File: src/rtl/usr_pkg.sv
// Shared constants for the universal shift register: operation modes,
// per-bit cell mux selects and the legal-width check.
package usr_pkg;

  localparam logic [2:0] MODE_HOLD = 3'b000;
  localparam logic [2:0] MODE_LOAD = 3'b001;
  localparam logic [2:0] MODE_SHL  = 3'b010;
  localparam logic [2:0] MODE_SHR  = 3'b011;
  localparam logic [2:0] MODE_ROL  = 3'b100;
  localparam logic [2:0] MODE_ROR  = 3'b101;
  localparam logic [2:0] MODE_ASR  = 3'b110;
  localparam logic [2:0] MODE_CLR  = 3'b111;

  // LO takes the lower-index neighbour (left shift), HI the higher one (right shift).
  localparam logic [2:0] CELL_HOLD = 3'd0;
  localparam logic [2:0] CELL_LOAD = 3'd1;
  localparam logic [2:0] CELL_LO   = 3'd2;
  localparam logic [2:0] CELL_HI   = 3'd3;
  localparam logic [2:0] CELL_ZERO = 3'd4;

  function automatic bit usr_width_ok(input int w);
    return (w >= 2) && (w <= 64);
  endfunction

endpackage

File: src/rtl/usr_bit_cell.sv
// One storage bit of the shift register: next-state mux feeding a
// rising-edge flop with a synchronous per-bit reset value.
module usr_bit_cell
  import usr_pkg::*;
(
  input  logic       clk_i,
  input  logic       rst_i,
  input  logic       rst_val_i,
  input  logic [2:0] sel_i,
  input  logic       load_i,
  input  logic       lo_i,
  input  logic       hi_i,
  output logic       q_o
);

  logic q_q;
  logic q_d;

  always_comb begin
    q_d = q_q;
    case (sel_i)
      CELL_LOAD: q_d = load_i;
      CELL_LO:   q_d = lo_i;
      CELL_HI:   q_d = hi_i;
      CELL_ZERO: q_d = 1'b0;
      default:   q_d = q_q;
    endcase
  end

  always_ff @(posedge clk_i) begin
    if (rst_i) begin
      q_q <= rst_val_i;
    end else begin
      q_q <= q_d;
    end
  end

  assign q_o = q_q;

endmodule

File: src/rtl/universal_shift_register.sv
// WIDTH-bit universal shift register: hold, load, shifts, rotates, ASR and
// clear, built from per-bit cells with end-bit selection and a Carry flop.
module universal_shift_register
  import usr_pkg::*;
#(
  parameter int               WIDTH     = 8,
  parameter logic [WIDTH-1:0] RESET_VAL = '0
) (
  input  logic             Clk,
  input  logic             Reset,
  input  logic             En,
  input  logic [2:0]       Mode,
  input  logic [WIDTH-1:0] D,
  input  logic             SerInL,
  input  logic             SerInR,
  output logic [WIDTH-1:0] Q,
  output logic             SerOutL,
  output logic             SerOutR,
  output logic             Zero,
  output logic             Carry
);

  if (!usr_width_ok(WIDTH)) begin : g_width_err
    $error("universal_shift_register: WIDTH must be in 2..64");
  end

  logic [2:0]       cell_sel;
  logic             carry_q;
  logic             carry_d;
  logic             lo_end;
  logic             hi_end;
  logic [WIDTH-1:0] lo_vec;
  logic [WIDTH-1:0] hi_vec;

  // One select is shared by every bit; only the two end bits differ in source.
  always_comb begin
    cell_sel = CELL_HOLD;
    carry_d  = carry_q;
    if (En) begin
      case (Mode)
        MODE_LOAD: cell_sel = CELL_LOAD;
        MODE_SHL, MODE_ROL: begin
          cell_sel = CELL_LO;
          carry_d  = Q[WIDTH-1];
        end
        MODE_SHR, MODE_ROR, MODE_ASR: begin
          cell_sel = CELL_HI;
          carry_d  = Q[0];
        end
        MODE_CLR: begin
          cell_sel = CELL_ZERO;
          carry_d  = 1'b0;
        end
        default: cell_sel = CELL_HOLD;
      endcase
    end
  end

  always_comb begin
    lo_end = (Mode == MODE_ROL) ? Q[WIDTH-1] : SerInL;
    case (Mode)
      MODE_ROR: hi_end = Q[0];
      MODE_ASR: hi_end = Q[WIDTH-1];
      default:  hi_end = SerInR;
    endcase
  end

  assign lo_vec = {Q[WIDTH-2:0], lo_end};
  assign hi_vec = {hi_end, Q[WIDTH-1:1]};

  for (genvar i = 0; i < WIDTH; i++) begin : g_bit
    usr_bit_cell u_cell (
      .clk_i     (Clk),
      .rst_i     (Reset),
      .rst_val_i (RESET_VAL[i]),
      .sel_i     (cell_sel),
      .load_i    (D[i]),
      .lo_i      (lo_vec[i]),
      .hi_i      (hi_vec[i]),
      .q_o       (Q[i])
    );
  end

  always_ff @(posedge Clk) begin
    if (Reset) begin
      carry_q <= 1'b0;
    end else begin
      carry_q <= carry_d;
    end
  end

  assign Carry   = carry_q;
  assign SerOutL = Q[WIDTH-1];
  assign SerOutR = Q[0];
  assign Zero    = (Q == '0);

endmodule
File: config.mk
export PLATFORM = sky130hd
export DESIGN_NAME = universal_shift_register
export DESIGN_NICKNAME = d
export VERILOG_FILES = /design/src/rtl/usr_pkg.sv /design/src/rtl/usr_bit_cell.sv /design/src/rtl/universal_shift_register.sv
export SDC_FILE = /design/constraint.sdc
export NUM_CORES = 1
export LEC_CHECK = 0
export ABC_AREA = 1
export CORE_ASPECT_RATIO = 0.8
export CORE_UTILIZATION = 40
export CTS_CLUSTER_DIAMETER = 120
export CTS_CLUSTER_SIZE = 30
export DETAILED_ROUTE_END_ITERATION = 8
export GPL_TIMING_DRIVEN = 0
export PLACE_DENSITY = 0.8
export SYNTH_ARGS = -nofsm -noshare
export SYNTH_HDL_FRONTEND = slang
export SYNTH_SLANG_ARGS = --single-unit
export TNS_END_PERCENT = 20
File: constraint.sdc
create_clock -name Clk -period 1.4 [get_ports Clk]
set_input_delay 0.14 -clock Clk [delete_from_list [all_inputs] [get_ports Clk]]
set_output_delay 0.14 -clock Clk [all_outputs]
set_load 0.01 [all_outputs]
==> out/summary.txt, run 1 <==
========================================================================
Standby leakage power                                           0.542 nW
Share of cells above drive strength 1                              0.255
Crit path required time                                          1.26 ns
Maximum clock rate                                               724 MHz
Worst hold-check slack                                          0.273 ns
Fillcell total                                                       165
Max layer used                                                      met4
Synthesized netlist net count                                        140
Run status                                                     completed
# setup viols final                                                    0
Gate Count Post-Synth                                                124
Synthesized area per cell                                       6.00 um2
Least-Margin Pin Slew                                           0.447 ns
Drt initial violations                                                28
HPWL reported at the end of detailed placement                   1.44 mm
Clock skew                                                    0.00195 ns
Crit Path Category                                          flop to output port
CP max FO                                                              6
Part of the total power dissipated in sequential elements          0.384
Yosys synthesis warning count                                          0
Via count of the first global-routing pass                           760
Number of rows in the core area                                       13
Area occupied by multi-input gates                               409 um2
Endpoint type of the worst setup path                        output port
Count of cell types in the netlist                                    20
Worst Setup Slack post-DPL                                     -0.298 ns
Internal power                                                0.000528 W
Routability Congestion                                             0.845
Antenna cells                                                          0
Num Clock Sinks                                                        9
Number of levels in the clock H-tree                                   1
WL met2                                                           926 um
Total iterations of the first detailed-routing run                     4
Netlist area before placement                                    744 um2
Clock latency on the worst-skew pair                             0.26 ns
Switching share of total power                                     0.324
Final core area utilization                                        0.625
Overall track demand over capacity in global routing               0.211
DIE WIDTH                                                        50.2 um
Final hold viol count                                                  0
Flip-flop and latch count after synthesis                              9
Clock transition at the registers of the reported paths          0.06 ns
Detailed-route via count                                             892
Largest net degree at the start of global routing                     11
Post-route minimum period                                        1.38 ns
Initial antenna violation count                                        0
Routed wirelength normalized by instance count                   10.9 um
Via density per instance                                            5.10
Layout overhead on the synthesized area                            42.0%
VDD IR-drop max                                                 0.566 mV
Storage element area                                             195 um2
DRC                                                                    0
Post-Layout Cell Count                                               175
Sequential area share after synthesis                              0.242
Final Worst Setup Slack                                        0.0197 ns
Total clock buffers created by CTS                                     3
Final Routed Wirelength                                          1.91 mm
Hold Path Class                                             input port to flop
Max-cap check violation count                                          0
Total of hold buffers inserted after clock tree synthesis              0
Total length of routed met3 wires                                 138 um
Total Neg Setup Slack                                               0 ns
Buffer levels on the longest clock path                                2
Port Buf Inserts                                                      25
Power density cells                                           739 mW/mm2
Boundary Pins                                                         28
Crit share post-route                                              0.986
Area of the core                                             0.00169 mm2
Initial Util                                                       0.440
Number of cells in the design after placement                        171
Die boundary height                                              40.6 um
Total die area                                               0.00204 mm2
Startpoint type of the worst setup path                             flop
Post-CTS setup buffer count                                            0
Final net count                                                      170
Unrepaired setup endpoints after global routing                      yes
Fin. max-slew vios                                                     0
Normalized max-slew margin                                         0.702
Part of the power in the clock network                             0.261
Gate power share                                                   0.355
CP Data Arrival Time                                             1.24 ns
CTS tree                                                           built
Global route total overflow                                            0
Global-route wire length before repair                           3.11 mm
Sum of routed wire segments on met1                               834 um
Antenna Nets Post-Route                                                0
Clock root buffer master                                    sky130_fd_sc_hd__clkbuf_4
Switch Pwr                                                    0.000254 W
========================================================================
## worst paths after layout
check	slack, ns	start	cells after the start	end
max	0.02	g_bit[0].u_cell.q_o$_SDFFE_PP0P_	4	Zero
min	0.27	Reset	2	g_bit[7].u_cell.q_o$_SDFFE_PP0P_
max reg2reg	0.45	g_bit[0].u_cell.q_o$_SDFFE_PP0P_	6	g_bit[7].u_cell.q_o$_SDFFE_PP0P_
min reg2reg	0.47	Carry$_SDFFE_PP0P_	2	Carry$_SDFFE_PP0P_
## synthesized netlist by cell type, drive strengths merged
master / n / share of area
nand4: 8 / 0.067
inv: 20 / 0.10
dfxtp: 9 / 0.24
nor2: 4 / 0.034
nand3: 19 / 0.13
nor3: 1 / 0.0067
a31oi: 1 / 0.0084
a21oi: 10 / 0.077
buf: 12 / 0.12
nand2: 37 / 0.19
o21ai: 3 / 0.025
## layer usage
metal,vias to the layer above,GRT usage
li1,457,-
met1,401,0.250
met2,32,0.397
met4,0,0.0214
met5,-,0
met3,2,0.0606
## registers in the layout, summed over array words and instances, names as in the netlist
register          cells
g_bit.u_cell.q_o      8
Carry                 1
## critical path, cell delays in order (launching register included)
cell and delay (ns):
sky130_fd_sc_hd__dfxtp_4 0.36, sky130_fd_sc_hd__inv_1 0.07, sky130_fd_sc_hd__nand3_1 0.09, sky130_fd_sc_hd__nor3_1 0.19
sky130_fd_sc_hd__clkdlybuf4s15_1 0.27
## logic make-up (layout without fill, tap and decap cells)
group	Yosys count	count (layout)	synth area share
simple gates	69	69	0.429
buf+inv	32	61	0.218
compound gates	14	14	0.111
flops	9	9	0.242
## layout make-up
| class | count | share of cell area |
|---|---|---|
| plain buffers | 12 | 0.0828 |
| flip-flops and latches | 9 | 0.185 |
| well taps | 22 | 0.0260 |
| multi-input cells | 83 | 0.387 |
| inverters | 20 | 0.0710 |
| clock buffers | 4 | 0.0249 |
| repair buffers | 25 | 0.224 |
## per-stage QoR
stage | power, W | cell area [um2]
after global routing | 0.000838 | 1060
final | 0.000781 | 1060
after detailed placement | 0.000587 | 1020
after floorplan | 0.000463 | 744
after CTS | 0.000792 | 1060
after global placement | 0.000582 | 1020
## power by group through the flow
stage | registers (W) | clock network [W] | logic [W]
floorplan | 0.000300 | 0 | 0.000164
global placement | 0.000303 | 0 | 0.000279
detailed placement | 0.000303 | 0 | 0.000284
CTS | 0.000300 | 0.000211 | 0.000281
global route | 0.000304 | 0.000228 | 0.000305
finish | 0.000300 | 0.000204 | 0.000277
## layout by cell type, fill, tap and decap left out, drive strengths merged, types with 4 or more instances in the layout
cell type	n
buf	19
nand4	8
nand2	37
nand3	19
nor2	4
inv	20
dfxtp	9
clkbuf	4
a21oi	10
clkdlybuf4s50	14
## what timing repair did
action,in CTS,in global routing
endpoints found under the setup margin,12,16
pin swaps,0,0
hold endpoints to repair,0,0
gates resized for setup,13,10
No activity file was read; power rests on OpenSTA's default activity.
==> inputs of run 2 (changes only) <==
- MAX_ROUTING_LAYER: default -> met4
==> results of run 2 <==
No change in the layout: final DEF, timing and power equal those of run 1.
Among the figures that moved: final weighted congestion in routability-driven placement 0.845 -> 0.858; overall routing resource usage 0.211 -> 0.217
==> inputs of run 3 (changes only) <==
- SKIP_LAST_GASP: default -> 1
==> run 3 against run 2 <==
The flow now finishes with violations (setup timing). Setup slack got worse by 0.044 ns. Largest power group unchanged. Hold slack about the same. Highest routed layer unchanged. Non-clock buffer count unchanged. Via count increased by 0.22%. Utilization increased by 0.52 points. First-iteration DRC count decreased by 3.6%. Flip-flop and latch count unchanged. Largest cell class unchanged. Sequential share of layout area decreased by 0.86 points.
==> out/summary.txt, run 3 (same netlist as run 1, synthesis figures left out) <==
========================================================================
Commonest non-fill, non-tap cell in the layout              sky130_fd_sc_hd__nand2_1
Initial antenna violation count                                        0   unchanged
Routed wirelength normalized by instance count                   10.8 um   -1.4%
Antenna cells                                                          0   unchanged
Die boundary height                                              40.6 um   unchanged
Total iterations of the first detailed-routing run                     4   unchanged
Final Worst Setup Slack                                       -0.0246 ns   -0.0443 ns
Run status                                                  finished, violations left
Final core area utilization                                        0.630   +0.00518
DRC                                                                    0   unchanged
Total length of routed met3 wires                                 126 um   -8.7%
Least-Margin Pin Slew                                           0.442 ns   -0.00509 ns
Hold Path Class                                             input port to flop
Maximum clock rate                                               702 MHz   -3.1%
Clock transition at the registers of the reported paths          0.06 ns   about the same
Normalized max-slew margin                                         0.706   +0.00339
Port Buf Inserts                                                      25   unchanged
Fillcell total                                                       165   unchanged
Crit Path Category                                          flop to output port
Unrepaired setup endpoints after global routing                      yes
Layout overhead on the synthesized area                            43.2%
Via density per instance                                            5.11   +0.22%
Max-cap check violation count                                          0   unchanged
Number of levels in the clock H-tree                                   1   unchanged
Number of rows in the core area                                       13   unchanged
CTS tree                                                           built
Worst Hold Endpoint                                         g_bit[7].u_cell.q_o$_SDFFE_PP0P_
DIE WIDTH                                                        50.2 um   unchanged
Antenna Nets Post-Route                                                0   unchanged
WL met2                                                           920 um   -0.65%
Global-route wire length before repair                           3.11 mm   +0.19%
Drt initial violations                                                27   -3.6%
CP max FO                                                              6   unchanged
Power density cells                                           737 mW/mm2   -0.33%
Share of cells above drive strength 1                              0.183   -0.0719
Crit path required time                                          1.26 ns   about the same
Hold path cells                                                        2   unchanged
Reg2reg setup slack                                              0.43 ns   -0.02 ns
Depth of the worst register-to-register path                           6   unchanged
Final hold viol count                                                  0   unchanged
Initial Util                                                       0.440   unchanged
Post-CTS setup buffer count                                            0   unchanged
Number of flip-flops under the largest register name                   8   unchanged
HPWL reported at the end of detailed placement                   1.44 mm   unchanged
Worst stage delay on the critical path                           0.52 ns   +0.16 ns
Total die area                                               0.00204 mm2   unchanged
Detailed-route via count                                             894   +0.22%
Commonest cells after routing, fill and taps aside          35 x sky130_fd_sc_hd__nand2_1, 21 x sky130_fd_sc_hd__clkdlybuf4s50_1, 19 x sky130_fd_sc_hd__nand3_1, 17 x sky130_fd_sc_hd__inv_1, 9 x sky130_fd_sc_hd__buf_4
Final Routed Wirelength                                          1.88 mm   -1.4%
Sum of routed wire segments on met1                               826 um   -0.96%
Num Clock Sinks                                                        9   unchanged
Reg-to-reg critical path endpoint                           g_bit[7].u_cell.q_o$_SDFFE_PP0P_
Global route total overflow                                            0   unchanged
Gates resized, CTS repair                                              7   -6
VDD IR-drop max                                                 0.569 mV   +0.60%
Final net count                                                      170   unchanged
Boundary Pins                                                         28   unchanged
Standby leakage power                                           0.531 nW   -1.9%
Clock root buffer master                                    sky130_fd_sc_hd__clkbuf_4
Total Neg Setup Slack                                         -0.0709 ns   -0.0709 ns
Post-route minimum period                                        1.42 ns   +0.0443 ns
Max layer used                                                      met4
Total power of the final layout                               0.000785 W   +0.50%
Clock skew                                                   0.000140 ns   -0.00181 ns
# setup viols final                                                    5   +5
Total of hold buffers inserted after clock tree synthesis              0   unchanged
Cell-by-cell listing of the critical path                   buf_4 > clkdlybuf4s50_1
Cell at the slowest stage of the critical path              sky130_fd_sc_hd__clkdlybuf4s50_1
Area of the core                                             0.00169 mm2   unchanged
Endpoint type of the worst setup path                        output port
Largest net degree at the start of global routing                     11   unchanged
Routability Congestion                                             0.858
Startpoint of the lowest-slack hold path                           Reset
Overall track demand over capacity in global routing               0.217
Total clock buffers created by CTS                                     3   unchanged
CP Data Arrival Time                                             1.28 ns   +0.04 ns
Clock latency on the worst-skew pair                             0.26 ns   about the same
Buffer levels on the longest clock path                                2   unchanged
Origin of the critical flop-to-flop path                    g_bit[0].u_cell.q_o$_SDFFE_PP0P_
Crit share post-route                                               1.02   +0.0317
Violations in the final reports                             setup timing
Via count of the first global-routing pass                           766   +0.79%
Fin. max-slew vios                                                     0   unchanged
Startpoint type of the worst setup path                             flop
========================================================================
==> run 3: worst max path at each step <==
| stage | start | endpoint | slack (ns) | depth (start not counted) |
|---|---|---|---|---|
| global placement | Mode[1] | g_bit[7].u_cell.q_o$_SDFFE_PP0P_ | -0.30 | 8 |
| global route | g_bit[6].u_cell.q_o$_SDFFE_PP0P_ | Q[6] | -0.10 | 2 |
| floorplan | Mode[0] | g_bit[7].u_cell.q_o$_SDFFE_PP0P_ | 0.38 | 9 |
| detailed placement | Mode[1] | g_bit[7].u_cell.q_o$_SDFFE_PP0P_ | -0.30 | 8 |
| finish | g_bit[0].u_cell.q_o$_SDFFE_PP0P_ | Q[0] | -0.02 | 2 |
| CTS | g_bit[0].u_cell.q_o$_SDFFE_PP0P_ | Q[0] | -0.03 | 2 |
==> run 3: cell type report <==
| class | count | area [um2] | area share |
|---|---|---|---|
| Multi-Input combinational cell | 83 | 409 | 0.384 |
| Tap cell | 22 | 27.5 | 0.0258 |
| Sequential cell | 9 | 188 | 0.176 |
| Buffer | 12 | 87.6 | 0.0822 |
| Timing Repair Buffer | 25 | 253 | 0.237 |
| Inverter | 20 | 75.1 | 0.0704 |
| Clock buffer | 4 | 26.3 | 0.0246 |
==> run 3: power breakdown <==
group	internal [W]	switching [W]	total, W
combinational	0.000146	0.000137	0.000283
sequential	0.000277	0.0000220	0.000299
clock	0.000110	0.0000936	0.000204
total	0.000533	0.000253	0.000785
==> run 3: per-stage QoR <==
stage               setup slack (ns)  instance area [um2]  hold slack [ns]  instances
global placement              -0.295                 1020            0.456        171
finish                       -0.0246                 1070            0.273        175
global route                  -0.102                 1070            0.296        175
floorplan                      0.383                  744            0.351        124
CTS                          -0.0321                 1050            0.262        175
detailed placement            -0.298                 1020            0.463        171
==> run 3: per-layer routing <==
layer,GRT usage,vias up
met2,0.397,30
met4,0.0214,0
met1,0.250,407
met5,-,-
met3,0.0606,2
li1,-,455
==> run 3: critical path, delay by kind of cell, from the launching register on <==
family / cells / cell delay, ns
buffers and inverters: 2 / 0.64
flip-flops: 1 / 0.39
